<file path="config.mk">
export PLATFORM = sky130hd
export DESIGN_NAME = chunked_adder
export DESIGN_NICKNAME = d
export VERILOG_FILES = /design/src/rtl/chunked_adder.sv
export SDC_FILE = /design/constraint.sdc
export NUM_CORES = 1
export LEC_CHECK = 0
export CORE_MARGIN = 2
export CORE_UTILIZATION = 45
export CTS_CLUSTER_DIAMETER = 150
export DETAILED_ROUTE_END_ITERATION = 6
export HOLD_SLACK_MARGIN = 0.06
export PLACE_DENSITY_LB_ADDON = 0.12
export SLEW_MARGIN = 20
export SYNTH_ARGS = -nofsm -noshare
export SYNTH_HDL_FRONTEND = slang
export SYNTH_SLANG_ARGS = --single-unit
</file>
<file path="constraint.sdc">
create_clock -name clk -period 3.65 [get_ports clk]
set_input_delay 1.095 -clock clk [delete_from_list [all_inputs] [get_ports clk]]
set_output_delay 1.095 -clock clk [all_outputs]
set_load 0.05 [all_outputs]
</file>
<file path="src/rtl/chunked_adder.sv">
// chunked_adder
//   Multi-cycle adder/subtractor that processes CHUNK bits per clock, starting
//   from the least-significant slice, until all WIDTH bits are done.
//   Operands are captured when a request is accepted, so input changes during
//   an operation have no effect on it.
//
// Ports
//   clk    : clock, rising edge
//   rst_n  : asynchronous active-low reset
//   start  : operation request, accepted only in IDLE
//   a, b   : operands (WIDTH bits)
//   cin    : carry-in, add mode only
//   sub    : 0 = a+b+cin, 1 = a-b
//   busy   : high while slices are being computed
//   done   : one-cycle pulse when sum/cout/ovf have been updated
//   sum    : result (modulo 2^WIDTH)
//   cout   : carry out of the top bit (subtract: 1 = no borrow)
//   ovf    : two's-complement overflow

module chunked_adder #(
    parameter int WIDTH = 16,
    parameter int CHUNK = 4
) (
    input  logic             clk,
    input  logic             rst_n,
    input  logic             start,
    input  logic [WIDTH-1:0] a,
    input  logic [WIDTH-1:0] b,
    input  logic             cin,
    input  logic             sub,
    output logic             busy,
    output logic             done,
    output logic [WIDTH-1:0] sum,
    output logic             cout,
    output logic             ovf
);

    localparam int NCH  = WIDTH / CHUNK;
    // A one-chunk configuration still needs a 1-bit index register.
    localparam int IDXW = (NCH > 1) ? $clog2(NCH) : 1;
    localparam logic [IDXW-1:0] LAST_IDX = IDXW'(NCH - 1);

    typedef enum logic [1:0] {
        IDLE,
        RUN,
        DONE
    } state_t;

    state_t           state;
    state_t           next_state;

    logic [WIDTH-1:0] op_a;
    logic [WIDTH-1:0] op_b;
    logic [WIDTH-1:0] work;
    logic [WIDTH-1:0] next_work;
    logic             carry;
    logic [IDXW-1:0]  idx;

    logic [CHUNK-1:0] slice_a;
    logic [CHUNK-1:0] slice_b;
    logic [CHUNK-1:0] slice_s;
    logic [CHUNK:0]   chunk_res;
    logic             last_chunk;
    logic             top_ovf;

    // State register
    always_ff @(posedge clk or negedge rst_n) begin
        if (!rst_n) begin
            state <= IDLE;
        end else begin
            state <= next_state;
        end
    end

    // Next-state and status outputs
    always_comb begin
        next_state = state;
        busy       = 1'b0;
        done       = 1'b0;
        case (state)
            IDLE: begin
                if (start) begin
                    next_state = RUN;
                end
            end
            RUN: begin
                busy = 1'b1;
                if (last_chunk) begin
                    next_state = DONE;
                end
            end
            DONE: begin
                done       = 1'b1;
                next_state = IDLE;
            end
            default: begin
                next_state = IDLE;
            end
        endcase
    end

    // Slice adder for the current chunk. The working register image that
    // includes this cycle's slice is formed here so the final edge can move
    // the complete result to sum in one step.
    always_comb begin
        slice_a    = op_a[idx*CHUNK +: CHUNK];
        slice_b    = op_b[idx*CHUNK +: CHUNK];
        chunk_res  = {1'b0, slice_a} + {1'b0, slice_b} + {{CHUNK{1'b0}}, carry};
        slice_s    = chunk_res[CHUNK-1:0];
        next_work  = work;
        next_work[idx*CHUNK +: CHUNK] = slice_s;
        last_chunk = (idx == LAST_IDX);
        // The carry into the MSB equals a^b^s at that bit; XOR with the carry
        // out gives overflow, and this works for any CHUNK including 1.
        top_ovf    = slice_a[CHUNK-1] ^ slice_b[CHUNK-1] ^ slice_s[CHUNK-1]
                   ^ chunk_res[CHUNK];
    end

    // Operand capture, slice iteration and result transfer
    always_ff @(posedge clk or negedge rst_n) begin
        if (!rst_n) begin
            op_a  <= '0;
            op_b  <= '0;
            work  <= '0;
            carry <= 1'b0;
            idx   <= '0;
            sum   <= '0;
            cout  <= 1'b0;
            ovf   <= 1'b0;
        end else begin
            case (state)
                IDLE: begin
                    if (start) begin
                        // Subtraction is a + ~b + 1.
                        op_a  <= a;
                        op_b  <= sub ? ~b : b;
                        carry <= sub ? 1'b1 : cin;
                        idx   <= '0;
                    end
                end
                RUN: begin
                    work  <= next_work;
                    carry <= chunk_res[CHUNK];
                    if (last_chunk) begin
                        idx  <= '0;
                        sum  <= next_work;
                        cout <= chunk_res[CHUNK];
                        ovf  <= top_ovf;
                    end else begin
                        idx <= idx + IDXW'(1);
                    end
                end
                default: begin
                end
            endcase
        end
    end

endmodule

</file>
# After elaboration in Yosys (flattened, before gate mapping)
# Cells that the tools add are included.
[totals] out_inout_bits=20 ff_bits=71 in_bits=37
[classes] muxes=13 n_eq_ne=5 shifts=4 addsub=4 bitwise=4 n_reduce_logical=6
[ops] operator="$neg 4->34" count=1
[ops] operator="$shift 4x34->16 const A" count=1
[ops] operator="$shiftx 4x34->16" count=1
[ops] operator="$shiftx 16x5->4" count=2
[ops] operator="$bwmux 16" count=1
[ops] operator="$mux 16" count=1
[ops] operator="$not 16->16" count=1
[ops] operator="$mux 2" count=4
[ops] operator="$pmux 2 s2" count=2
[ops] operator="$reduce_and 2->1" count=4
[ops] operator="$add 4x4->5" count=1
[ops] operator="$add 5x1->5" count=1
[ops] operator="$eq 2x2->1 const B" count=2
[ops] operator="$mux 1" count=4
[ops] operator="$ne 2x2->1 const B" count=2
[ops] operator="$xor 1x1->1" count=3
[ops] operator="$add 2x1->2 const B" count=1
[ops] operator="$eq 2x1->1 const B" count=1
[ops] operator="$logic_not 2->1" count=1
[ops] operator="$pmux 1 s2" count=1
[ops] operator="$reduce_bool 2->1" count=1

# Longest topological paths before layout
[logic_depth] ltp_word=5 ltp_mapped=9

# Least setup slack after synthesis
# Ideal clock, no wire load.
[synth_timing] path_type="flip-flop to flip-flop" from="reg idx[0]" to="reg work[1]" arrival_time_ns=2.487 stages_incl_launch_ff=8 slack_ns=1.097 synth_period_minus_slack_ns=2.553 n_path_buf=1 path_cell_list="dfrtp_1 > buf_4 > mux4_2 > fa_1 > inv_1 > fa_1 > nor2_1 > a22o_1"
[synth_via] elab_chain_cells=5 elab_cells_between_ends=8
[synth_rtl] item="start, declared" line_no="57" text="logic [IDXW-1:0] idx;"
[synth_rtl] item="start signal, assigned" line_no="150" text="idx <= idx + IDXW'(1);"
[synth_rtl] item="$shiftx 16x5->4, on equally long branches" line_no="106, 107"
[synth_rtl] item="$add 4x4->5" line_no="108" text="chunk_res = {1'b0, slice_a} + {1'b0, slice_b} + {{CHUNK{1'b0}}, carry};"
[synth_rtl] item="$add 5x1->5" line_no="108"
[synth_rtl] item="$shiftx 4x34->16" line_no="111" text="next_work[idx*CHUNK +: CHUNK] = slice_s;"
[synth_rtl] item="$bwmux 16 (*)" line_no="111"
[synth_rtl] item="end signal, assigned" line_no="142" text="work <= next_work;"
[synth_rtl] item="end, declared" line_no="54" text="logic [WIDTH-1:0] work;"
# Every way passes the cells marked *; elsewhere a longest branch is shown, timed or not.
# A chain may end at the register's enable or synchronous reset.

# Worst setup path after layout
[layout_timing] from="reg state[0]" to="out busy"
[layout_via] elab_chain_cells=2
[layout_rtl] item="start, declared" line_no="49" text="state_t state;"
[layout_rtl] item="start signal, assigned" line_no="71" text="state <= next_state;"
[layout_rtl] item="$eq 2x1->1" line_no="80" text="case (state)"
[layout_rtl] item="$mux 1" line_no="80"
[layout_rtl] item="end, declared" line_no="31" text="output logic busy,"
# No other way between the ends.

==> metrics.md <==
| Metric | Value |
|---|---|
| Outcome | `finished, final reports clean` |
| Final net count | `394` |
| PwrDens | `1063 mW/mm^2` |
| Met3 routed WL | `285 um` |
| H-tree depth | `3` |
| Syn avg cell area | `11.75 sq um` |
| Iteration-0 DRC Markers | `83` |
| Clock skew | `0.009812 ns` |
| Worst hold start | `sum[5]` |
| DR WL/cell | `15.76 um` |
| Root Buffer Master | `clkbuf_8` |
| Seq/Total Area, Yosys | `52.34%` |
| CP Capture Type | `output pin` |
| Cell Count, Final, Fillers Out | `449` |
| Synth cell types | `36` |
| Pre-CTS setup slack | `0.7669 ns` |
| CTS buffer count | `9` |
| RSZ-0062 raised after global routing | `no` |
| Ports | `57` |
| First-pass GRT wire length | `12070 um` |
| Reg2reg setup slack | `0.82 ns` |
| Clk_lat worst skew | `0.35 ns` |
| Period utilization | `84.23%` |
| Endpoint, Worst Hold | `sum[5]` |
| Metal-1 WL | `3266 um` |
| Mapped Nets | `337` |
| Fin worst setup slack | `0.5755 ns` |
| Startpoint Class | `flop` |
| Detailed Place HPWL | `5110 um` |
| Synth warnings | `0` |
| Via density | `5.287` |
| Hold Buf Count CTS | `0` |
| LEAKAGE | `1.749 nW` |
| Top FF cell, synth | `dfrtp_1` |
| Post-DP Area | `0.004059 sq mm` |
| Synthesized area | `0.003395 sq mm` |
| Core Area | `0.007292 sq mm` |
| Largest net degree at the start of global routing | `41` |
| Mapped Cells | `289` |
| CTS tree | `built` |
| CTS clock-pin slew for the worst setup and hold paths | `0.07 ns` |
| Final Power | `4.504 mW` |
| Port bufs | `56` |
| TritonRoute pass-1 iters | `4` |
| Routed Wire Length | `7078 um` |
| Share of post-route cells with drive strength above 1 | `15.14%` |
| Antenna Nets Post-Route | `0` |
| Slew Viols, Final | `0` |
| Gr usage total | `18.73%` |
| Setup Crit Path Kind | `flop to output pin` |
| Worst EP required | `2.55 ns` |
| Routability Congestion | `0.8412` |
| Ant diodes | `0` |
| Setup Buffers After CTS | `0` |
| Critical Path AT | `1.98 ns` |
| Grt total ovfl | `0` |
| Worst R2R Start | `idx[0]` |
| Endpoints failing hold | `0` |
| Remaining DRCs | `0` |
| Routed vias | `2374` |
| FMAX | `0.3253 GHz` |
| Top layer in use | `met4` |
| WHS | `0.4892 ns` |
| Max_cap viols | `0` |
| Filler Cells Inserted | `648` |
| Reg2reg path depth | `6` |
| Ys async rst share | `100.0%` |
| Class of the worst hold path | `flop to flop` |
| EDFF count, synth | `0` |
| Vias in the first global route | `2404` |
| Area growth syn-to-layout | `24.84%` |
| Die area | `0.008254 sq mm` |
| Die width | `90.85 um` |
| Hold Path Stages | `2` |
| Clock sinks | `71` |
| Post-layout min period | `3.075 ns` |
| Die Height | `90.85 um` |
| Met2 wire len | `3385 um` |
| Dpl cells | `434` |
| Design area | `0.004238 sq mm` |
| Worst VDD drop | `0.4912 mV` |
| Setup violations, final | `0` |
| Initial antenna violation count | `0` |
| Slew @ Worst Pin | `0.7699 ns` |
| Critical Path Fanout Max | `7` |
| Clock buffer depth | `2` |
| Core Util, Final | `58.12%` |
| Setup TNS | `0 ns` |
| Max transition margin | `48.54%` |
| Post_cts resized | `0` |
| Number of register bits inferred by synthesis | `71` |
| Reg2reg end | `work[13]` |
| Core Rows | `31` |
| Initial Utilization | `46.55%` |
## cells in the final DEF, fill, tap and decap left out, types with 3 or more instances in the layout
cell,instances
nor2_1,37
a221oi_1,9
nor2b_1,3
mux2_2,16
a22o_1,8
buf_4,5
nand2_1,15
o21ai_0,9
a21oi_1,24
a32o_1,8
xnor2_1,19
dfrtp_1,71
nor3b_1,4
clkbuf_8,9
ha_1,9
inv_1,11
clkdlybuf4s50_1,55
mux4_2,8
## worst max-delay path by stage
stage | slack (ns) | end | from | cells after the start
final | 0.58 | busy | state[0] | 3
after global routing | 0.50 | busy | state[0] | 3
after CTS | 0.58 | busy | state[0] | 3
after detailed placement | 0.77 | op_b[10] | start | 6
after global placement | 0.82 | op_b[15] | start | 6
after floorplan | 1.10 | work[1] | idx[0] | 7
## power breakdown
part	internal [mW]	switching, mW	total [mW]	leakage, nW
clock	0.310	0.285	0.595	0.0892
sequential	1.14	0.248	1.39	0.868
combinational	1.00	1.52	2.52	0.792
## area by class of cell
class,instances,area [sq um],share of cell area (%)
Sequential cell,71,1777,41.92
Multi-Input combinational cell,190,1500,35.40
Clock inverter,4,47.55,1.122
Tap cell,99,123.9,2.923
Timing Repair Buffer,62,613.1,14.47
Clock buffer,11,131.4,3.100
Inverter,12,45.04,1.063
## cell families (layout without fill, tap and decap cells)
group | count (synthesis) | after routing | synth area share, %
mux | 24 | 24 | 10.62
simple gates | 68 | 68 | 10.03
fa+ha+maj | 11 | 11 | 4.497
xor+xnor | 20 | 20 | 5.160
buf+inv | 28 | 89 | 3.685
compound gates | 67 | 67 | 13.68
flops | 71 | 71 | 52.34
## state kept, by name, summed over array words and instances, names as in the netlist
name and cells:
op_a 16, state 2, sum 16, op_b 16
idx 2, carry 1, cout 1, ovf 1
work 16
## worst max-delay path, stage by stage (launching register included)
cell and delay [ns]:
dfrtp_1 0.50, nand2_1 0.20, inv_1 0.13, clkdlybuf4s50_1 0.81
## synthesized netlist by cell type (8+ instances only)
| master | count | area share (%) |
|---|---|---|
| buf_2 | 9 | 1.3 |
| mux4_2 | 8 | 5.3 |
| a21oi_1 | 24 | 3.5 |
| a22o_1 | 8 | 2.1 |
| xnor2_1 | 19 | 4.9 |
| inv_1 | 11 | 1.2 |
| ha_1 | 9 | 3.3 |
| dfrtp_1 | 71 | 52 |
| nor2_1 | 38 | 4.2 |
| nand2_1 | 15 | 1.7 |
| o21ai_0 | 9 | 1.3 |
| a32o_1 | 8 | 2.4 |
| mux2_2 | 16 | 5.3 |
| a221oi_1 | 9 | 2.3 |
## layer usage
layer,vias up,global-route usage [%]
met5,-,0
met4,0,8.207
met3,14,4.007
met2,54,29.35
met1,1164,25.19
li1,1142,-
Power figures use the tool's default switching activity.
